### src/rtl/dual_issue_scheduler.sv
// Dual-issue in-order scheduler: decodes the two oldest fetched RV32I words,
// tracks in-flight writers with per-register countdowns, and issues 0, 1 or 2
// instructions per cycle into registered lanes.

// Per-lane decode: field extraction, operand usage and scoreboard lookup.
module dis_lane_decode (
  input  logic [31:0] instr,
  input  logic [31:0] busy,
  output logic [4:0]  rd,
  output logic [4:0]  rs1,
  output logic [4:0]  rs2,
  output logic        use_rs1,
  output logic        use_rs2,
  output logic        wr_rd,
  output logic        is_mem,
  output logic        is_ctrl,
  output logic        src_busy
);
  localparam logic [6:0] OP_R     = 7'b0110011;
  localparam logic [6:0] OP_I     = 7'b0010011;
  localparam logic [6:0] OP_LD    = 7'b0000011;
  localparam logic [6:0] OP_ST    = 7'b0100011;
  localparam logic [6:0] OP_BR    = 7'b1100011;
  localparam logic [6:0] OP_JALR  = 7'b1100111;
  localparam logic [6:0] OP_JAL   = 7'b1101111;
  localparam logic [6:0] OP_LUI   = 7'b0110111;
  localparam logic [6:0] OP_AUIPC = 7'b0010111;

  logic [6:0] op;
  logic       unused_bits;

  assign op  = instr[6:0];
  assign rd  = instr[11:7];
  assign rs1 = instr[19:15];
  assign rs2 = instr[24:20];
  // funct fields do not affect scheduling
  assign unused_bits = ^{instr[31:25], instr[14:12]};

  // Opcode class table; writes to x0 are never tracked
  always_comb begin
    use_rs1 = 1'b0;
    use_rs2 = 1'b0;
    wr_rd   = 1'b0;
    is_mem  = 1'b0;
    is_ctrl = 1'b0;
    case (op)
      OP_R:            begin use_rs1 = 1'b1; use_rs2 = 1'b1; wr_rd = 1'b1; end
      OP_I:            begin use_rs1 = 1'b1; wr_rd = 1'b1; end
      OP_LD:           begin use_rs1 = 1'b1; wr_rd = 1'b1; is_mem = 1'b1; end
      OP_ST:           begin use_rs1 = 1'b1; use_rs2 = 1'b1; is_mem = 1'b1; end
      OP_BR:           begin use_rs1 = 1'b1; use_rs2 = 1'b1; is_ctrl = 1'b1; end
      OP_JALR:         begin use_rs1 = 1'b1; wr_rd = 1'b1; is_ctrl = 1'b1; end
      OP_JAL:          begin wr_rd = 1'b1; is_ctrl = 1'b1; end
      OP_LUI, OP_AUIPC: wr_rd = 1'b1;
      default: ;
    endcase
    if (rd == 5'd0) wr_rd = 1'b0;
  end

  assign src_busy = (use_rs1 && busy[rs1]) || (use_rs2 && busy[rs2]);
endmodule

module dual_issue_scheduler #(
  parameter int ALU_LAT  = 1,
  parameter int LOAD_LAT = 3
) (
  input  logic        clk,
  input  logic        rst,
  input  logic [31:0] instruction0,
  input  logic [31:0] instruction1,
  input  logic        nothing_filled,
  input  logic        ex_stall,
  output logic        freeze1,
  output logic        freeze2,
  output logic        dependency_on_ins2,
  output logic        issue0_valid,
  output logic        issue1_valid,
  output logic [31:0] issue0_instr,
  output logic [31:0] issue1_instr,
  output logic [31:0] stall_cycles
);
  localparam int         NUM_LANES = 2;
  localparam logic [2:0] ALU_CNT   = 3'(ALU_LAT);
  localparam logic [2:0] LD_CNT    = 3'(LOAD_LAT);

  logic [NUM_LANES-1:0][31:0] ins;
  logic [NUM_LANES-1:0][4:0]  rd, rs1, rs2;
  logic [NUM_LANES-1:0]       use1, use2, wr, mem, ctrl, src_busy;
  logic [31:0][2:0]           cnt;
  logic [31:0]                busy;
  logic [2:0]                 lsu_cnt;
  logic                       lsu_busy, pair_valid, ins1_present;
  logic                       hz0, hz1, raw, waw, iss0, iss1;

  assign ins = {instruction1, instruction0};

  for (genvar g = 0; g < NUM_LANES; g++) begin : g_lane
    dis_lane_decode u_dec (
      .instr   (ins[g]),
      .busy    (busy),
      .rd      (rd[g]),
      .rs1     (rs1[g]),
      .rs2     (rs2[g]),
      .use_rs1 (use1[g]),
      .use_rs2 (use2[g]),
      .wr_rd   (wr[g]),
      .is_mem  (mem[g]),
      .is_ctrl (ctrl[g]),
      .src_busy(src_busy[g])
    );
  end

  // A register is busy while its countdown is nonzero; x0 is always ready
  always_comb begin
    busy = '0;
    for (int r = 1; r < 32; r++) busy[r] = (cnt[r] != 3'd0);
  end

  assign lsu_busy     = (lsu_cnt != 3'd0);
  assign pair_valid   = !nothing_filled && (instruction0 != 32'd0);
  assign ins1_present = (instruction1 != 32'd0);

  assign raw = wr[0] && ((use1[1] && rd[0] == rs1[1]) || (use2[1] && rd[0] == rs2[1]));
  assign waw = wr[0] && wr[1] && (rd[0] == rd[1]);
  assign hz0 = src_busy[0] || (mem[0] && lsu_busy);
  // Lane 1 also waits behind any control op in lane 0 (no issue past a branch)
  assign hz1 = !ins1_present || src_busy[1] || raw || waw || (mem[0] && mem[1]) ||
               (mem[1] && lsu_busy) || ctrl[0];

  assign freeze2            = pair_valid && ex_stall;
  assign freeze1            = pair_valid && (ex_stall || hz0);
  assign dependency_on_ins2 = pair_valid && !freeze1 && hz1 && ins1_present;
  assign iss0               = pair_valid && !freeze1;
  assign iss1               = iss0 && !hz1;

  // Scoreboard: issuing writer reloads its rd, everything else counts down
  always_ff @(posedge clk or posedge rst) begin
    if (rst) begin
      cnt <= '0;
    end else begin
      for (int r = 1; r < 32; r++) begin
        if (iss0 && wr[0] && rd[0] == 5'(r))      cnt[r] <= mem[0] ? LD_CNT : ALU_CNT;
        else if (iss1 && wr[1] && rd[1] == 5'(r)) cnt[r] <= mem[1] ? LD_CNT : ALU_CNT;
        else if (cnt[r] != 3'd0)                  cnt[r] <= cnt[r] - 3'd1;
      end
    end
  end

  // LSU occupancy after a memory op issues
  always_ff @(posedge clk or posedge rst) begin
    if (rst)                                 lsu_cnt <= '0;
    else if ((iss0 && mem[0]) || (iss1 && mem[1])) lsu_cnt <= LD_CNT;
    else if (lsu_busy)                       lsu_cnt <= lsu_cnt - 3'd1;
  end

  // Issue lanes; held as-is under execute back-pressure
  always_ff @(posedge clk or posedge rst) begin
    if (rst) begin
      issue0_valid <= 1'b0;
      issue1_valid <= 1'b0;
      issue0_instr <= '0;
      issue1_instr <= '0;
    end else if (!ex_stall) begin
      issue0_valid <= iss0;
      issue1_valid <= iss1;
      issue0_instr <= iss0 ? instruction0 : 32'd0;
      issue1_instr <= iss1 ? instruction1 : 32'd0;
    end
  end

  // Saturating count of cycles where instruction0 was held
  always_ff @(posedge clk or posedge rst) begin
    if (rst)                                   stall_cycles <= '0;
    else if (freeze1 && stall_cycles != '1)    stall_cycles <= stall_cycles + 32'd1;
  end
endmodule

### config.mk
export PLATFORM = sky130hd
export DESIGN_NAME = dual_issue_scheduler
export DESIGN_NICKNAME = d
export VERILOG_FILES = /design/src/rtl/dual_issue_scheduler.sv
export SDC_FILE = /design/constraint.sdc
export NUM_CORES = 1
export LEC_CHECK = 0
export CAP_MARGIN = 30
export CORE_MARGIN = 4
export CORE_UTILIZATION = 40
export CTS_CLUSTER_DIAMETER = 200
export DETAILED_ROUTE_END_ITERATION = 16
export DONT_BUFFER_PORTS = 1
export MAX_ROUTING_LAYER = met4
export PLACE_DENSITY = 0.59
export SYNTH_ARGS = -nofsm -noshare
export SYNTH_HDL_FRONTEND = slang
export SYNTH_HIERARCHICAL = 1
export SYNTH_SLANG_ARGS = --single-unit
### constraint.sdc
create_clock -name clk -period 5.68 [get_ports clk]
set_input_delay 0.568 -clock clk [delete_from_list [all_inputs] [get_ports clk]]
set_output_delay 0.568 -clock clk [all_outputs]
set_load 0.02 [all_outputs]
==> results.sh, run 1 <==
export IMPL_status="complete, no violations"
export IMPL_cp_start_kind="flop"
export IMPL_num_rows=63
export IMPL_hold_buffers=0
export IMPL_dp_hpwl_um=25100
export IMPL_via_per_inst=5.81
export IMPL_wl_um=33800
export IMPL_pin_count=169
export IMPL_grt_util_all_layers_pct=20.7
export IMPL_grt_pass1_wl_um=52700
export IMPL_fin_util_pct=43.3
export IMPL_period_needed_ps=4780
export IMPL_insertion_delay_ps=460
export IMPL_endpoint_kind="output port"
export IMPL_grt_pass1_vias=9164
export IMPL_drc=0
export IMPL_tns_ps=0
export IMPL_vias=9315
export IMPL_post_cts_resized=0
export IMPL_num_antenna_cells=0
export IMPL_clock_sinks=194
export IMPL_slew_viol_final=0
export IMPL_hold_violations=0
export IMPL_relSlewSlack_pct=33.7
export IMPL_core_area_mm2=0.0299
export IMPL_clockRootBuffer="clkbuf_16"
export IMPL_first_pass_iters=5
export IMPL_ir_drop_mv=0.236
export IMPL_final_common_cell="dfrtp_1"
export IMPL_cts_tree="yes"
export IMPL_port_buffers=0
export IMPL_post_dp_cell_area_mm2=0.0123
export IMPL_critPathArrivalTime_ps=4210
export IMPL_fmax_ghz=0.209
export IMPL_cap_viol_max_count=0
export IMPL_setup_violations=0
export IMPL_crit_chain="inv_1 > ha_1 > ha_1 > inv_1 > mux4_1 > mux2_2 > o311a_1 > a32o_1 > a211oi_4 > o211ai_4 > nor3_1"
export IMPL_syn_to_final_growth_pct=6.13
export IMPL_start_util_pct=40.8
export IMPL_htree_levels=4
export IMPL_period_share_pct=84.1
export IMPL_ff2ff_setup_slack_ps=1100
export IMPL_final_cell_mix="194 x dfrtp_1, 136 x inv_1, 109 x nor2_1"
export IMPL_drive_gt1_share_pct=8.08
export IMPL_min_path_type="input pin to async pin"
export IMPL_synth_area_mm2=0.0122
export IMPL_cts_setup_buffers=0
export IMPL_grt_antenna_before_repair=0
export IMPL_cts_made_buffers=17
export IMPL_drt_initial_drc_count=747
export IMPL_p_per_area_mw_per_mm2=453
export IMPL_gr_total_overflow=0
export IMPL_critPathBufInv=2
export IMPL_cts_buffer_depth=2
export IMPL_cp_required_ps=5110
export IMPL_die_width_um=183
export IMPL_yosysWarnings=6
export IMPL_die_area_mm2=0.0334
export IMPL_die_h_um=183
export IMPL_cts_clk_slew_worst_paths_ps=80
export IMPL_cp_slowest_cell="nor3_1"
export IMPL_grt_max_degree=75
export IMPL_final_area_mm2=0.0129
export IMPL_crit_family="compound AO/OA/AOI/OAI gates"
export IMPL_skew_ps=19.3
export IMPL_rsz0062_at_grt="false"
export IMPL_gp_congestion=0.914
export IMPL_worst_slew_pin_slew_ps=969
export IMPL_leakagePower_nw=5.93
export IMPL_wire_per_inst_um=21.1
export IMPL_crit_path_max_incr_delay_ps=700
export IMPL_nets=1333
export IMPL_synth_cells=1245
export IMPL_ant_nets=0
export IMPL_crit_type="flop to output port"
export IMPL_synth_area_per_cell_um2=9.80
export IMPL_worstPathMaxFanout=18
flip-flops by register name, indices dropped and copies added (netlist names):
register / flops
issue1_instr: 32
lsu_cnt: 3
stall_cycles: 32
cnt: 93
issue0_valid: 1
issue1_valid: 1
issue0_instr: 32
where the power goes:
part | leakage, nW | switching (mW) | internal (mW)
Combinational | 3.22 | 1.29 | 1.18
Sequential | 2.42 | 0.333 | 1.84
Clock | 0.289 | 0.639 | 0.600
per-layer routing:
| metal | global-route usage, % | part of all wire, % | up-vias |
|---|---|---|---|
| li1 | - | - | 4282 |
| met1 | 26.8 | 43 | 4607 |
| met2 | 32.4 | 47 | 379 |
| met3 | 4.62 | 8.2 | 47 |
| met4 | 6.72 | 2.6 | 0 |
| met5 | - | 0 | - |
final timing paths:
| kind | start | to | depth (start not counted) |
|---|---|---|---|
| max | cnt[3] | dependency_on_ins2 | 11 |
| max in group asynchronous | rst | cnt[47] | 3 |
| min reg2reg | lsu_cnt[2] | lsu_cnt[2] | 1 |
| min in group clk | instruction0[15] | issue0_instr[15] | 1 |
| max reg2reg | cnt[3] | cnt[26] | 14 |
| min | rst | stall_cycles[14] | 2 |
stage by stage:
stage	hold slack [ps]	worst slack, ps	instances	power, mW
2_1_floorplan	451	1800	1248	4.13
3_3_place_gp	469	1300	1570	4.55
3_5_place_dp	484	1150	1570	4.66
4_1_cts	226	875	1602	5.92
5_1_grt	45.4	699	1603	6.41
6_report	30.0	904	1603	5.87
final cells by class:
| cell class | instances | area, µm² |
|---|---|---|
| fill | 2880 | 16900 |
| multi-input combinational | 839 | 6380 |
| sequential | 194 | 4850 |
| inverter | 137 | 518 |
| tap | 390 | 488 |
| clock buffer | 17 | 425 |
| clock inverter | 15 | 180 |
| timing repair buffer | 11 | 103 |
(Power assumes the default switching activity.)
==> inputs of run 2 (changes only) <==
--- a/config.mk
+++ b/config.mk
@@ -12,7 +12,7 @@
 export DETAILED_ROUTE_END_ITERATION = 16
 export DONT_BUFFER_PORTS = 1
 export MAX_ROUTING_LAYER = met4
-export PLACE_DENSITY = 0.59
+export PLACE_DENSITY = 0.57
 export SYNTH_ARGS = -nofsm -noshare
 export SYNTH_HDL_FRONTEND = slang
 export SYNTH_HIERARCHICAL = 1
==> constraint.sdc (replaced) <==
create_clock -name clk -period 4.6 [get_ports clk]
set_input_delay 0.46 -clock clk [delete_from_list [all_inputs] [get_ports clk]]
set_output_delay 0.46 -clock clk [all_outputs]
set_load 0.02 [all_outputs]
==> results.sh, run 2 (synthesis results as in run 1) <==
export IMPL_status="complete, no violations"
export IMPL_rsz0062_at_grt="false"
export IMPL_drc=0
export IMPL_num_antenna_cells=0
export IMPL_endpoint_kind="output port"
export IMPL_setup_violations=0
export IMPL_drive_gt1_share_pct=8.68
export IMPL_critPathArrivalTime_ps=3870
export IMPL_core_area_mm2=0.0299
export IMPL_cts_setup_buffers=0
export IMPL_largest_reg_flops=93
export IMPL_tns_ps=0
export IMPL_via_per_inst=5.78
export IMPL_pin_count=169
export IMPL_grt_pass1_vias=9275
export IMPL_dp_hpwl_um=25700
export IMPL_cts_clk_slew_worst_paths_ps=80
export IMPL_cts_made_buffers=17
export IMPL_nets=1341
export IMPL_p_per_area_mw_per_mm2=565
export IMPL_hold_buffers=0
export IMPL_route_met3_wl_um=3250
export IMPL_crit_chain="inv_1 > ha_1 > ha_1 > inv_1 > mux4_1 > mux2_2 > o311a_1 > a32o_1 > nor2_1 > o211ai_1 > and4b_1 > nor3_1 > buf_4"
export IMPL_worstPathMaxFanout=6
export IMPL_die_h_um=183
export IMPL_crit_path_max_incr_delay_ps=550
export IMPL_num_rows=63
export IMPL_largest_register="cnt"
export IMPL_cp_start_kind="flop"
export IMPL_worstSetupStartpoint="cnt[21]"
export IMPL_cts_buffer_depth=2
export IMPL_met1_length_um=14500
export IMPL_insertion_delay_ps=440
export IMPL_period_share_pct=94.2
export IMPL_start_util_pct=40.8
export IMPL_wl_met2_um=15800
export IMPL_fmax_ghz=0.231
export IMPL_fin_cells=1611
export IMPL_relSlewSlack_pct=38.0
export IMPL_regArea_mm2=0.00485
export IMPL_ir_drop_mv=0.313
export IMPL_slew_viol_final=0
export IMPL_drt_initial_drc_count=714
export IMPL_critPathBufInv=3
export IMPL_die_width_um=183
export IMPL_dp_cells=1579
export IMPL_clockRootBuffer="clkbuf_16"
export IMPL_final_cell_mix="194 x dfrtp_1, 136 x inv_1, 109 x nor2_1"
export IMPL_hold_violations=0
export IMPL_wire_per_inst_um=21.3
export IMPL_grt_pass1_wl_um=53900
export IMPL_port_buffers=0
export IMPL_cp_slowest_cell="and4b_1"
export IMPL_clock_sinks=194
export IMPL_post_dp_cell_area_mm2=0.0124
export IMPL_crit_family="multiplexers"
export IMPL_crit_type="flop to output port"
export IMPL_final_area_mm2=0.0131
export IMPL_leakagePower_nw=6.01
export IMPL_die_area_mm2=0.0334
export IMPL_skew_ps=18.1
export IMPL_final_common_cell="dfrtp_1"
export IMPL_pre_cts_ws_ps=355
export IMPL_vias=9315
export IMPL_period_needed_ps=4330
export IMPL_min_path_type="input pin to async pin"
export IMPL_grt_antenna_before_repair=0
export IMPL_worst_slew_pin_slew_ps=923
export IMPL_cts_tree="yes"
export IMPL_fillerInstances=2858
export IMPL_cp_required_ps=4140
export IMPL_worst_slack_ps=267
export IMPL_syn_to_final_growth_pct=7.25
export IMPL_p_total_mw=7.40
export IMPL_gp_congestion=0.977
export IMPL_ant_nets=0
export IMPL_routed_top_layer="met4"
export IMPL_grt_util_all_layers_pct=21.0
export IMPL_gr_total_overflow=0
export IMPL_first_pass_iters=5
export IMPL_grt_max_degree=86
export IMPL_htree_levels=4
export IMPL_cap_viol_max_count=0
export IMPL_post_cts_resized=0
export IMPL_r2r_start="cnt[21]"
export IMPL_wl_um=34300
export IMPL_multiInputGateArea_mm2=0.00638
==> run 2: cell types whose count changed in the layout (fill, tap and decap cells not counted), sizes merged <==
cell | previous run | this run
clkinv | 6 | 7
bufinv | 0 | 3
inv | 143 | 141
clkinvlp | 3 | 1
buf | 11 | 19
==> run 2: cell type report <==
cell class | instances | share of cell area [%]
Clock inverter | 15 | 1.83
Clock buffer | 17 | 3.25
Multi-Input combinational cell | 839 | 48.8
Sequential cell | 194 | 37.1
Tap cell | 390 | 3.73
Inverter | 137 | 3.96
Timing Repair Buffer | 19 | 1.38
==> run 2: through the flow <==
stage | utilization [%] | hold WS (ps)
after floorplan | - | 451
after global placement | 41.6 | 460
after detailed placement | 41.6 | 469
after CTS | 43.8 | 30.8
after global routing | 43.8 | 58.4
final | 43.8 | 7.04
==> run 2: path summary, 6_finish.rpt <==
kind,depth (start not counted),slack [ps],endpoint
hold / removal,1,7,stall_cycles[23]
hold reg to reg,1,470,lsu_cnt[2]
min in group clk,1,140,issue0_instr[22]
max in group asynchronous,2,3650,cnt[36]
setup reg to reg,16,350,cnt[70]
setup / recovery,13,270,dependency_on_ins2
==> run 2: routing by layer <==
| layer | track usage [%] | vias up |
|---|---|---|
| li1 | - | 4298 |
| met1 | 27.1 | 4561 |
| met2 | 32.7 | 407 |
| met3 | 5.54 | 49 |
| met4 | 6.18 | 0 |
| met5 | - | - |
==> run 2: report_power, final <==
group,internal (mW),leakage [nW],switching (mW),total (mW)
registers,2.27,2.42,0.414,2.68
clock network,0.897,0.323,0.776,1.67
logic,1.46,3.27,1.59,3.04
total,4.62,6.01,2.78,7.40
